## src/rtl/sha3_pkg.sv

```systemverilog
// Shared Keccak/SHA-3 constants and the digest serializer state encoding.
package sha3_pkg;

    localparam int STATE_W       = 1600;
    localparam int LANE_W        = 64;
    localparam int WORD_W        = 32;
    localparam int RATE_512_W    = 576;
    localparam int MAX_OUT_WORDS = RATE_512_W / WORD_W;

    typedef enum logic {
        IDLE = 1'b0,
        SEND = 1'b1
    } state_e;

endpackage

```

## src/rtl/byte_swap32.sv

```systemverilog
// 32-bit byte reversal: turns a big-endian slice of a lane into Keccak
// little-endian byte order.
module byte_swap32
    import sha3_pkg::*;
(
    input  logic [WORD_W-1:0] din,
    output logic [WORD_W-1:0] dout
);

    assign dout = {din[7:0], din[15:8], din[23:16], din[31:24]};

endmodule

```

## src/rtl/keccak_digest_serializer.sv

```systemverilog
// Keccak digest serializer: captures the leading OUT_WORDS*32 bits of a
// finished permutation state and streams them out as 32-bit words over a
// valid/ready interface, word 0 first (most significant bits of lane 0).
// Optional build macro KECCAK_DIGEST_BYTESWAP_EN byte-reverses every output
// word; handshake and timing are identical with or without it.
module keccak_digest_serializer
    import sha3_pkg::*;
#(
    parameter int OUT_WORDS = 16
) (
    input  logic               clk,
    input  logic               reset,
    input  logic               in_valid,
    input  logic [STATE_W-1:0] in_state,
    output logic               in_ready,
    input  logic               clear,
    output logic               out_valid,
    output logic [WORD_W-1:0]  out_data,
    output logic               out_last,
    input  logic               out_ready,
    output logic               busy
);

    localparam int               HOLD_W   = OUT_WORDS * WORD_W;
    localparam int               IDX_W    = $clog2(OUT_WORDS + 1);
    localparam logic [IDX_W-1:0] LAST_IDX = IDX_W'(OUT_WORDS - 1);

    state_e              state_q, state_d;
    logic [IDX_W-1:0]    idx_q, idx_d;
    logic [HOLD_W-1:0]   hold_q, hold_d;
    logic [WORD_W-1:0]   raw_word;
    logic [WORD_W-1:0]   sel_word;
    logic                sending;
    logic                at_last;
    logic                unused_state_bits;

    // Only the leading digest bits are ever read; the rest of the state is dropped.
    assign unused_state_bits = ^in_state[STATE_W-HOLD_W-1:0];

    assign sending   = (state_q == SEND);
    assign at_last   = (idx_q == LAST_IDX);
    assign in_ready  = (state_q == IDLE);
    assign out_valid = sending;
    assign busy      = sending;
    assign out_last  = sending && at_last;
    // Gated so the bus reads zero whenever no word is offered.
    assign out_data  = sending ? sel_word : '0;

    // Select the held word addressed by the index (index past the end reads zero).
    always_comb begin
        raw_word = '0;
        for (int k = 0; k < OUT_WORDS; k++) begin
            if (idx_q == IDX_W'(k)) begin
                raw_word = hold_q[HOLD_W-1-WORD_W*k -: WORD_W];
            end
        end
    end

`ifdef KECCAK_DIGEST_BYTESWAP_EN
    byte_swap32 u_byte_swap (
        .din  (raw_word),
        .dout (sel_word)
    );
`else
    assign sel_word = raw_word;
`endif

    // Next-state logic: clear wins over capture and transfer.
    always_comb begin
        state_d = state_q;
        idx_d   = idx_q;
        hold_d  = hold_q;
        if (clear) begin
            state_d = IDLE;
            idx_d   = '0;
            hold_d  = '0;
        end else begin
            case (state_q)
                IDLE: begin
                    if (in_valid) begin
                        hold_d  = in_state[STATE_W-1 -: HOLD_W];
                        idx_d   = '0;
                        state_d = SEND;
                    end
                end
                SEND: begin
                    if (out_ready) begin
                        idx_d = idx_q + IDX_W'(1);
                        if (at_last) begin
                            state_d = IDLE;
                        end
                    end
                end
                default: begin
                    state_d = IDLE;
                end
            endcase
        end
    end

    // State, index and holding register; reset aborts asynchronously.
    always_ff @(posedge clk or negedge reset) begin
        if (!reset) begin
            state_q <= IDLE;
            idx_q   <= '0;
            hold_q  <= '0;
        end else begin
            state_q <= state_d;
            idx_q   <= idx_d;
            hold_q  <= hold_d;
        end
    end

endmodule
```

## config.mk

```make
export PLATFORM = sky130hd
export DESIGN_NAME = keccak_digest_serializer
export DESIGN_NICKNAME = d
export VERILOG_FILES = /design/src/rtl/sha3_pkg.sv /design/src/rtl/byte_swap32.sv /design/src/rtl/keccak_digest_serializer.sv
export SDC_FILE = /design/constraint.sdc
export NUM_CORES = 1
export LEC_CHECK = 0
export ABC_AREA = 1
export CORE_AREA = 3 3 641 643
export DETAILED_ROUTE_END_ITERATION = 7
export DIE_AREA = 0 0 644 646
export GPL_TIMING_DRIVEN = 0
export PLACE_DENSITY_LB_ADDON = 0.2
export SLEW_MARGIN = 20
export SYNTH_ARGS = -nofsm -noshare
export SYNTH_HDL_FRONTEND = slang
export SYNTH_HIERARCHICAL = 1
export SYNTH_SLANG_ARGS = --single-unit
```

## constraint.sdc

```tcl
create_clock -name clk -period 2.5 [get_ports clk]
set_input_delay 0.5 -clock clk [delete_from_list [all_inputs] [get_ports clk]]
set_output_delay 0.5 -clock clk [all_outputs]
set_load 0.005 [all_outputs]
```

## Yosys cells after proc, flatten, opt, wreduce, memory -nomap -nowiden

Cells that the tools add are included.

| word-level totals | value |
|---|---|
| flip-flop bits (word level) | 518 |
| input port bits | 1605 |
| output and inout bits | 36 |

| operators by class | value |
|---|---|
| $add $sub $neg | 1 |
| equal/unequal tests | 18 |
| multiplexer cells | 29 |
| bitwise operators | 1 |
| reduce and logical (&&, ||, !) cells | 5 |

Operators by type and width:

| kind | number |
|---|---|
| $mux 512 | 3 |
| $mux 32 | 17 |
| $eq 5x4->1 const B | 8 |
| $eq 5x3->1 const B | 4 |
| $mux 5 | 3 |
| $eq 5x2->1 const B | 2 |
| $pmux 5 s2 | 1 |
| $add 5x1->5 const B | 1 |
| $eq 5x1->1 const B | 1 |
| $logic_not 5->1 | 1 |
| $mux 1 | 4 |
| $reduce_and 2->1 | 2 |
| $ne 3x2->1 const B | 1 |
| $ne 3x3->1 const B | 1 |
| $ne 2x2->1 const B | 1 |
| $pmux 1 s2 | 1 |
| $reduce_bool 2->1 | 1 |
| $logic_and 1x1->1 | 1 |
| $not 1->1 | 1 |

## Longest topological paths before layout

Gate-level depths: netlist (run 1).

| logic depth | value |
|---|---|
| depth in word-level cells | 18 |
| depth in mapped cells | 23 |

## Least setup slack after synthesis (run 1)

Ideal clock, no wire load.

| timing path | value |
|---|---|
| path type | reg-to-output |
| from | register idx_q[1] |
| to | output port out_data[25] |
| arrival | 2.062 ns |
| setup slack | -0.062 ns |
| stages on the path, launching flop included | 23 |
| buffers on the path | 2 |
| cells stage by stage | dfrtp_1 inv_1 ha_1 buf_4 inv_2 nor2_4 nand2_2 clkinv_2 buf_6 nand2_1 nand3_1 nand3_1 nand2_1 nand2_1 nand2_1 nand2_1 nand3_1 nand2_1 nand2_1 nand3_1 nand3_1 nand2_1 a21oi_1 |

| between the ends | value |
|---|---|
| longest elaborated chain between the ends | 18 |
| elaborated cells on any way between the ends | 33 |
| those cells by class | eq/ne: 15; mux: 17; reduce/logical: 1 |

RTL lines:

| item | RTL line | source |
|---|---|---|
| start: declaration | keccak_digest_serializer.sv:29 | `logic [IDX_W-1:0] idx_q, idx_d;` |
| start signal: assignment | keccak_digest_serializer.sv:109 | `idx_q <= idx_d;` |
| $logic_not 5->1 | keccak_digest_serializer.sv:53 | `if (idx_q == IDX_W'(k)) begin` |
| $mux 32 (15 in a row) | keccak_digest_serializer.sv:53 |  |
| $mux 32 (*) | keccak_digest_serializer.sv:53 |  |
| $mux 32 (*) | keccak_digest_serializer.sv:47 | `assign out_data = sending ? sel_word : '0;` |
| end: declaration | keccak_digest_serializer.sv:18 | `output logic [WORD_W-1:0] out_data,` |

Every way passes the cells marked *; elsewhere a longest branch is shown, timed or not.

## Final worst setup path (run 1)

| timing path | value |
|---|---|
| from | register idx_q[1] |
| to | output port out_data[0] |

The elaborated chain is that of the path after synthesis.

==> flow_summary.yaml, run 1 <==
global_route:
  antenna_found_initial: 86
  grt_pass1_vias: 28500
  overflow: 0
  grt_pass1_wl_mm: 261
  track_usage_pct: 9.37
  grt_max_degree: 80
sta:
  rsz0062_at_grt: "yes"
  hold_violations: 0
  finalMaxSlewViolations: 0
  setup_viol: 168
  min_period_over_period_pct: 170
  fin_skew_ns: 0.0749
  max_freq_ghz: 0.235
  layout_setup_ws_ns: -1.75
  relSlewSlack_pct: 56.5
  tightestPinTransition_ns: 0.652
  period_minus_slack_ns: 4.25
power:
  clock_power_share_pct: 41.8
  swShare_pct: 33.9
  powerDensity_nw_per_um2: 563
  power.switching_uw: 8940
  pwr-share-comb_pct: 22.2
  p_seq_share_pct: 36.0
  peakVddDrop_v: 0.000468
  p_int_uw: 17400
  power.total_uw: 26400
  power.leakage_uw: 0.0179
floorplanning:
  die_x_um: 644
  io_pins: 1641
  start_util_pct: 6.48
  die_height_um: 646
  die-area_sq_um: 416000
  rows: 234
  core_area_sq_um: 406000
clock_network:
  cts_sinks: 518
  tritoncts: "built"
  cts.path.max_buffers: 3
  clock-root-buffer: "clkbuf_16"
  clk-insertion-delay-late_ns: 0.71
  cts_buffers: 73
  htreeDepth: 3
  clk_pin_slew_ns: 0.06
run_status:
  outcome: "finished with violations"
  violations: "setup timing"
yosys:
  yosysMostFrequentCell: "nand2_1"
  ys_warn_count: 6
  yosysSeqAreaShare_pct: 49.3
  synth.distinct_cells: 28
  netlist.area_leader.share_pct: 49.3
  avgSynthCellArea_sq_um: 7.35
  synth_fp_nets: 5188
  async_flop_share_pct: 100
  synth_flop_cell: "dfrtp_1"
  yosys.area.top_type: "dfrtp_1"
  syn_inst: 3578
  synth_seq_cells: 518
  yosys-top-cells-area: "dfrtp_1 (49%), nand2_1 (16%), o21ai_0 (14%)"
  synthTopCellsByCount: "nand2_1 (1102), o21ai_0 (745), dfrtp_1 (518)"
  synth-edff-count: 0
  netlist_area_sq_um: 26300
routing:
  drt_drc_violations_left: 0
  wl_per_cell_um: 20.7
  wirelength_mm: 203
  viasPerCell: 2.79
  firstDrtPassIters: 5
  route.vias.total: 27300
  antenna_left: 0
  drtIter0Drc: 1691
worst_setup_path:
  reg2reg_depth: 9
  timing.rr.start: "busy"
  crit_fanout: 10
  startpoint_type: "flop"
  rrSetupSlack_ns: -0.25
  crit_type: "reg -> out"
  r2r-end: "hold_q[385]"
  cp.arrival_ns: 3.75
  cp-end-kind: "output pin"
  critPathLaunch: "idx_q[1]"
  crit_path_end: "out_data[0]"
  critPathRequiredTime_ns: 2.00
job:
  cap_violations: 0
placed_design:
  dpl.hpwl_mm: 169
  gp_congestion: 0.820
  port_buffers: 552
  dp_worst_setup_slack_ns: -3.06
layout:
  synthToLayoutAreaGrowth_pct: 78.2
  fin_nets: 5903
  drive_gt1_share_pct: 21.4
  multi_input_area_sq_um: 14600
  regArea_sq_um: 13000
  fillers: 47000
min_path:
  hp-class: "in -> reg"
[sequential cells by signal, summed over array words and instances, names as in the netlist]
signal  count
hold_q    512
idx_q       5
busy        1
[area by class of cell]
| cell class | count | area share, % |
|---|---|---|
| inverter | 461 | 3.80 |
| clock inverter | 24 | 0.659 |
| tap | 5428 | 14.5 |
| clock buffer | 104 | 4.66 |
| sequential | 518 | 27.7 |
| antenna | 19 | 0.101 |
| timing repair buffer | 639 | 14.2 |
| buffer | 257 | 3.29 |
| multi-input combinational | 2343 | 31.2 |
[critical path, stage by stage, from the launching register on]
cell     delay [ns]
dfrtp_2        0.44
inv_4          0.09
ha_4           0.15
inv_4          0.03
nor2_4         0.20
buf_12         0.16
nand3_4        0.08
buf_12         0.15
buf_8          0.13
buf_12         0.12
buf_12         0.15
nand2_4        0.09
nand2_4        0.06
nand2_2        0.07
nand4_1        0.37
nand3_2        0.26
nand2_4        0.10
nand2_2        0.08
nand2_2        0.05
nand2_2        0.06
a21oi_2        0.06
buf_6          0.13
[worst min path at each step]
stage,start,endpoint,cells after the start,slack [ns]
after floorplan,reset,busy,0,0.20
after global placement,hold_q[424],hold_q[424],2,0.46
after CTS,in_state[1110],hold_q[22],3,0.28
final,in_state[1168],hold_q[80],3,0.36
after global routing,in_state[1168],hold_q[80],3,0.32
after detailed placement,reset,hold_q[46],1,0.47
[placed cells by master (no fill, tap or decap), types with 14 or more instances in the layout]
master / count
clkbuf_16: 84
clkbuf_1: 107
o21ai_2: 19
nand2_2: 58
clkbuf_8: 31
buf_4: 39
o21ai_1: 32
nand2_8: 25
a21oi_4: 19
buf_12: 19
inv_2: 31
nand3_2: 32
clkdlybuf4s50_1: 518
buf_6: 34
clkbuf_2: 42
nand2_4: 193
inv_1: 417
o21ai_0: 730
nand3_1: 216
nand2_1: 835
nand3_4: 122
buf_2: 71
diode_2: 19
clkinv_2: 14
buf_1: 20
dfrtp_1: 514
[timing repair]
item	CTS	global route
pin swaps	233	258
setup endpoints to repair	622	659
setup buffers	37	31
hold buffers	2	1
gates cloned	7	9
hold endpoints to repair	59	111
resized for setup	1017	222
[per-stage QoR]
step,hold slack (ns),util (%),setup TNS (ns),instance area (sq um),std cells
after floorplan,0.204,-,-0.409,26400,3578
after global placement,0.463,9.54,-,38700,9558
after detailed placement,0.468,9.60,-784.86,39000,9566
after CTS,0.278,11.3,-144.69,45700,9739
after global routing,0.316,11.5,-116.21,46800,9785
final,0.364,11.5,-62.07,46900,9793
[routing by layer]
metal / up-vias / track usage (%) / share of wire, %
li1: 12900 / - / -
met1: 13500 / 10.3 / 38
met2: 713 / 18.4 / 55
met3: 265 / 1.01 / 2.9
met4: 4 / 3.09 / 3.6
met5: - / 0 / 0.0084
[power by group through the flow]
stage               Sequential, uW  Combinational, uW  Clock, uW
floorplan                     9430               1530          0
global placement              9660               4850          0
detailed placement            9620               4900          0
CTS                           9480               6060      11500
global route                  9560               6320      11800
finish                        9490               5860      11000
[cell families (layout without fill, tap and decap cells)]
logic type / count (synthesis) / after routing / synth area share (%)
compound gates: 830 / 830 / 15.8
fa+ha+maj: 5 / 5 / 0.238
buf+inv: 720 / 1485 / 10.8
flops: 518 / 518 / 49.3
other cells: 0 / 19 / 0
simple gates: 1505 / 1508 / 23.8
Power figures use the tool's default switching activity.
==> run 2, diff against run 1 <==
--- a/config.mk
+++ b/config.mk
@@ -6,9 +6,9 @@
 export NUM_CORES = 1
 export LEC_CHECK = 0
 export ABC_AREA = 1
-export CORE_AREA = 3 3 641 643
+export CORE_AREA = 2 2 640 642
 export DETAILED_ROUTE_END_ITERATION = 7
-export DIE_AREA = 0 0 644 646
+export DIE_AREA = 0 0 642 644
 export GPL_TIMING_DRIVEN = 0
 export PLACE_DENSITY_LB_ADDON = 0.2
 export SLEW_MARGIN = 20
==> run 2 against run 1 <==
Effect of this change: the flow still finishes with violations (setup timing); clock power rose by 4%; design area about the same; sequential share of layout area hardly changed; setup slack better by 0.072 ns; critical path type unchanged; critical endpoint is now out_data[10]; largest cell class unchanged.
==> flow_summary.yaml, run 2 (synthesis gave the netlist of run 1 again) <==
run_status:
  outcome: "finished with violations"
  violations: "setup timing"
routing:
  wl_per_cell_um: 20.4
  antenna_left: 0
  firstDrtPassIters: 6
  viasPerCell: 2.77
  route.vias.total: 27200
  wirelength_mm: 200
  drt_drc_violations_left: 0
  drtIter0Drc: 1599
clock_network:
  htreeDepth: 3
  cts_sinks: 518
  clk_pin_slew_ns: 0.06
  clk-insertion-delay-late_ns: 0.69
  clock-root-buffer: "clkbuf_16"
  cts_buffers: 74
  tritoncts: "built"
  cts.path.max_buffers: 3
sta:
  rsz0062_at_grt: "yes"
  layout_setup_ws_ns: -1.68
  fin_tns_setup_ns: -49.37
  fin_skew_ns: 0.0293
  tightestPinTransition_ns: 0.877
  setup_viol: 33
  min_period_over_period_pct: 167
  relSlewSlack_pct: 41.5
  max_freq_ghz: 0.239
  finalMaxSlewViolations: 0
  hold_violations: 0
  period_minus_slack_ns: 4.18
  hold_ws_ns: 0.239
global_route:
  grt_pass1_wl_mm: 262
  track_usage_pct: 9.43
  grt_use_met1_pct: 10.4
  grt_max_degree: 86
  grt_busiest_layer: "met2"
  met2_usage_pct: 18.5
  antenna_found_initial: 80
  overflow: 0
  met3_usage_pct: 0.889
  grt_pass1_vias: 28900
floorplanning:
  die-area_sq_um: 413000
  io_pins: 1641
  die_x_um: 642
  start_util_pct: 6.45
  core_area_sq_um: 408000
  rows: 235
  die_height_um: 644
worst_setup_path:
  startpoint_type: "flop"
  reg2reg_depth: 10
  crit_path_end: "out_data[10]"
  timing.rr.start: "busy"
  crit_fanout: 10
  critPathLaunch: "idx_q[0]"
  critPathRequiredTime_ns: 2.00
  r2r-end: "hold_q[211]"
  rrSetupSlack_ns: 0.22
  cp.arrival_ns: 3.68
  cp-end-kind: "output pin"
  crit_type: "reg -> out"
layout:
  multi_input_area_sq_um: 14600
  fillers: 47300
  final_common_cell: "nand2_1"
  fin_nets: 5893
  drive_gt1_share_pct: 20.5
  regArea_sq_um: 13000
  largest_reg_flops: 512
  layout_common_cells: "nand2_1 (844), o21ai_0 (729), clkdlybuf4s50_1 (517), dfrtp_1 (515), inv_1 (425)"
  stdcell_area_sq_um: 46900
  final_util_pct: 11.5
  synthToLayoutAreaGrowth_pct: 78.2
  largest_register: "hold_q"
placed_design:
  dpl.hpwl_mm: 168
  gp_congestion: 0.831
  port_buffers: 552
  dpl_cell_area_sq_um: 39000
min_path:
  hp-class: "in -> async"
power:
  power.leakage_uw: 0.0179
  powerDensity_nw_per_um2: 571
  peakVddDrop_v: 0.000483
job:
  cap_violations: 0
run 2: how the worst min path moves through the flow:
stage / depth (start not counted) / startpoint / endpoint
floorplan: 0 / reset / busy
global placement: 2 / hold_q[422] / hold_q[422]
detailed placement: 1 / reset / hold_q[49]
CTS: 2 / reset / hold_q[49]
global route: 2 / reset / hold_q[49]
finish: 2 / reset / hold_q[49]
run 2: routing by layer:
layer,share of wire (%),wire length [um]
met1,38,76400
met2,55,110000
met3,2.7,5320
met4,4.1,8300
met5,0.014,27
run 2: through the flow:
stage | power [uW] | std cells | setup WS (ns)
6_report | 26800 | 9810 | -1.68
5_1_grt | 28100 | 9805 | -1.84
4_1_cts | 27400 | 9780 | -2.01
3_5_place_dp | 14500 | 9590 | -3.02
3_3_place_gp | 14500 | 9581 | -26.31
2_1_floorplan | 11000 | 3578 | -0.0450
run 2: area by class of cell:
class                           instances  share of cell area, %
Inverter                              461                   3.77
Clock buffer                          104                   4.62
Tap cell                             5451                   14.5
Multi-Input combinational cell       2341                   31.3
Antenna cell                           18                 0.0961
Sequential cell                       518                   27.7
Clock inverter                         30                  0.817
Timing Repair Buffer                  630                   13.9
Buffer                                257                   3.35
run 2: power breakdown:
| part | internal (uW) | switching [uW] | total (uW) |
|---|---|---|---|
| sequential | 9080 | 407 | 9480 |
| clock | 6620 | 4740 | 11400 |
| combinational | 2140 | 3780 | 5920 |
run 2: critical path, cell delays in order, from the launching register on:
cell	delay [ns]
dfrtp_2	0.46
ha_4	0.20
nand2_4	0.24
buf_4	0.26
nand3_2	0.13
nand3_4	0.12
nand3_4	0.14
nand2_2	0.11
nand2_4	0.06
nand2_4	0.08
nand2_4	0.06
nand4_1	0.21
nand3_2	0.19
nand2_4	0.17
nand2_4	0.07
nand2_4	0.07
nand2_4	0.07
a21oi_4	0.17
buf_2	0.14
run 2: timing repair:
item | 4_1_cts | 5_1_grt
buffers inserted | 50 | 10
hold endpoints to repair | 146 | 0
endpoints found under the setup margin | 552 | 55
cloned | 7 | 3
pin swaps | 195 | 253
hold buffers | 1 | 0
gates resized for setup | 987 | 224
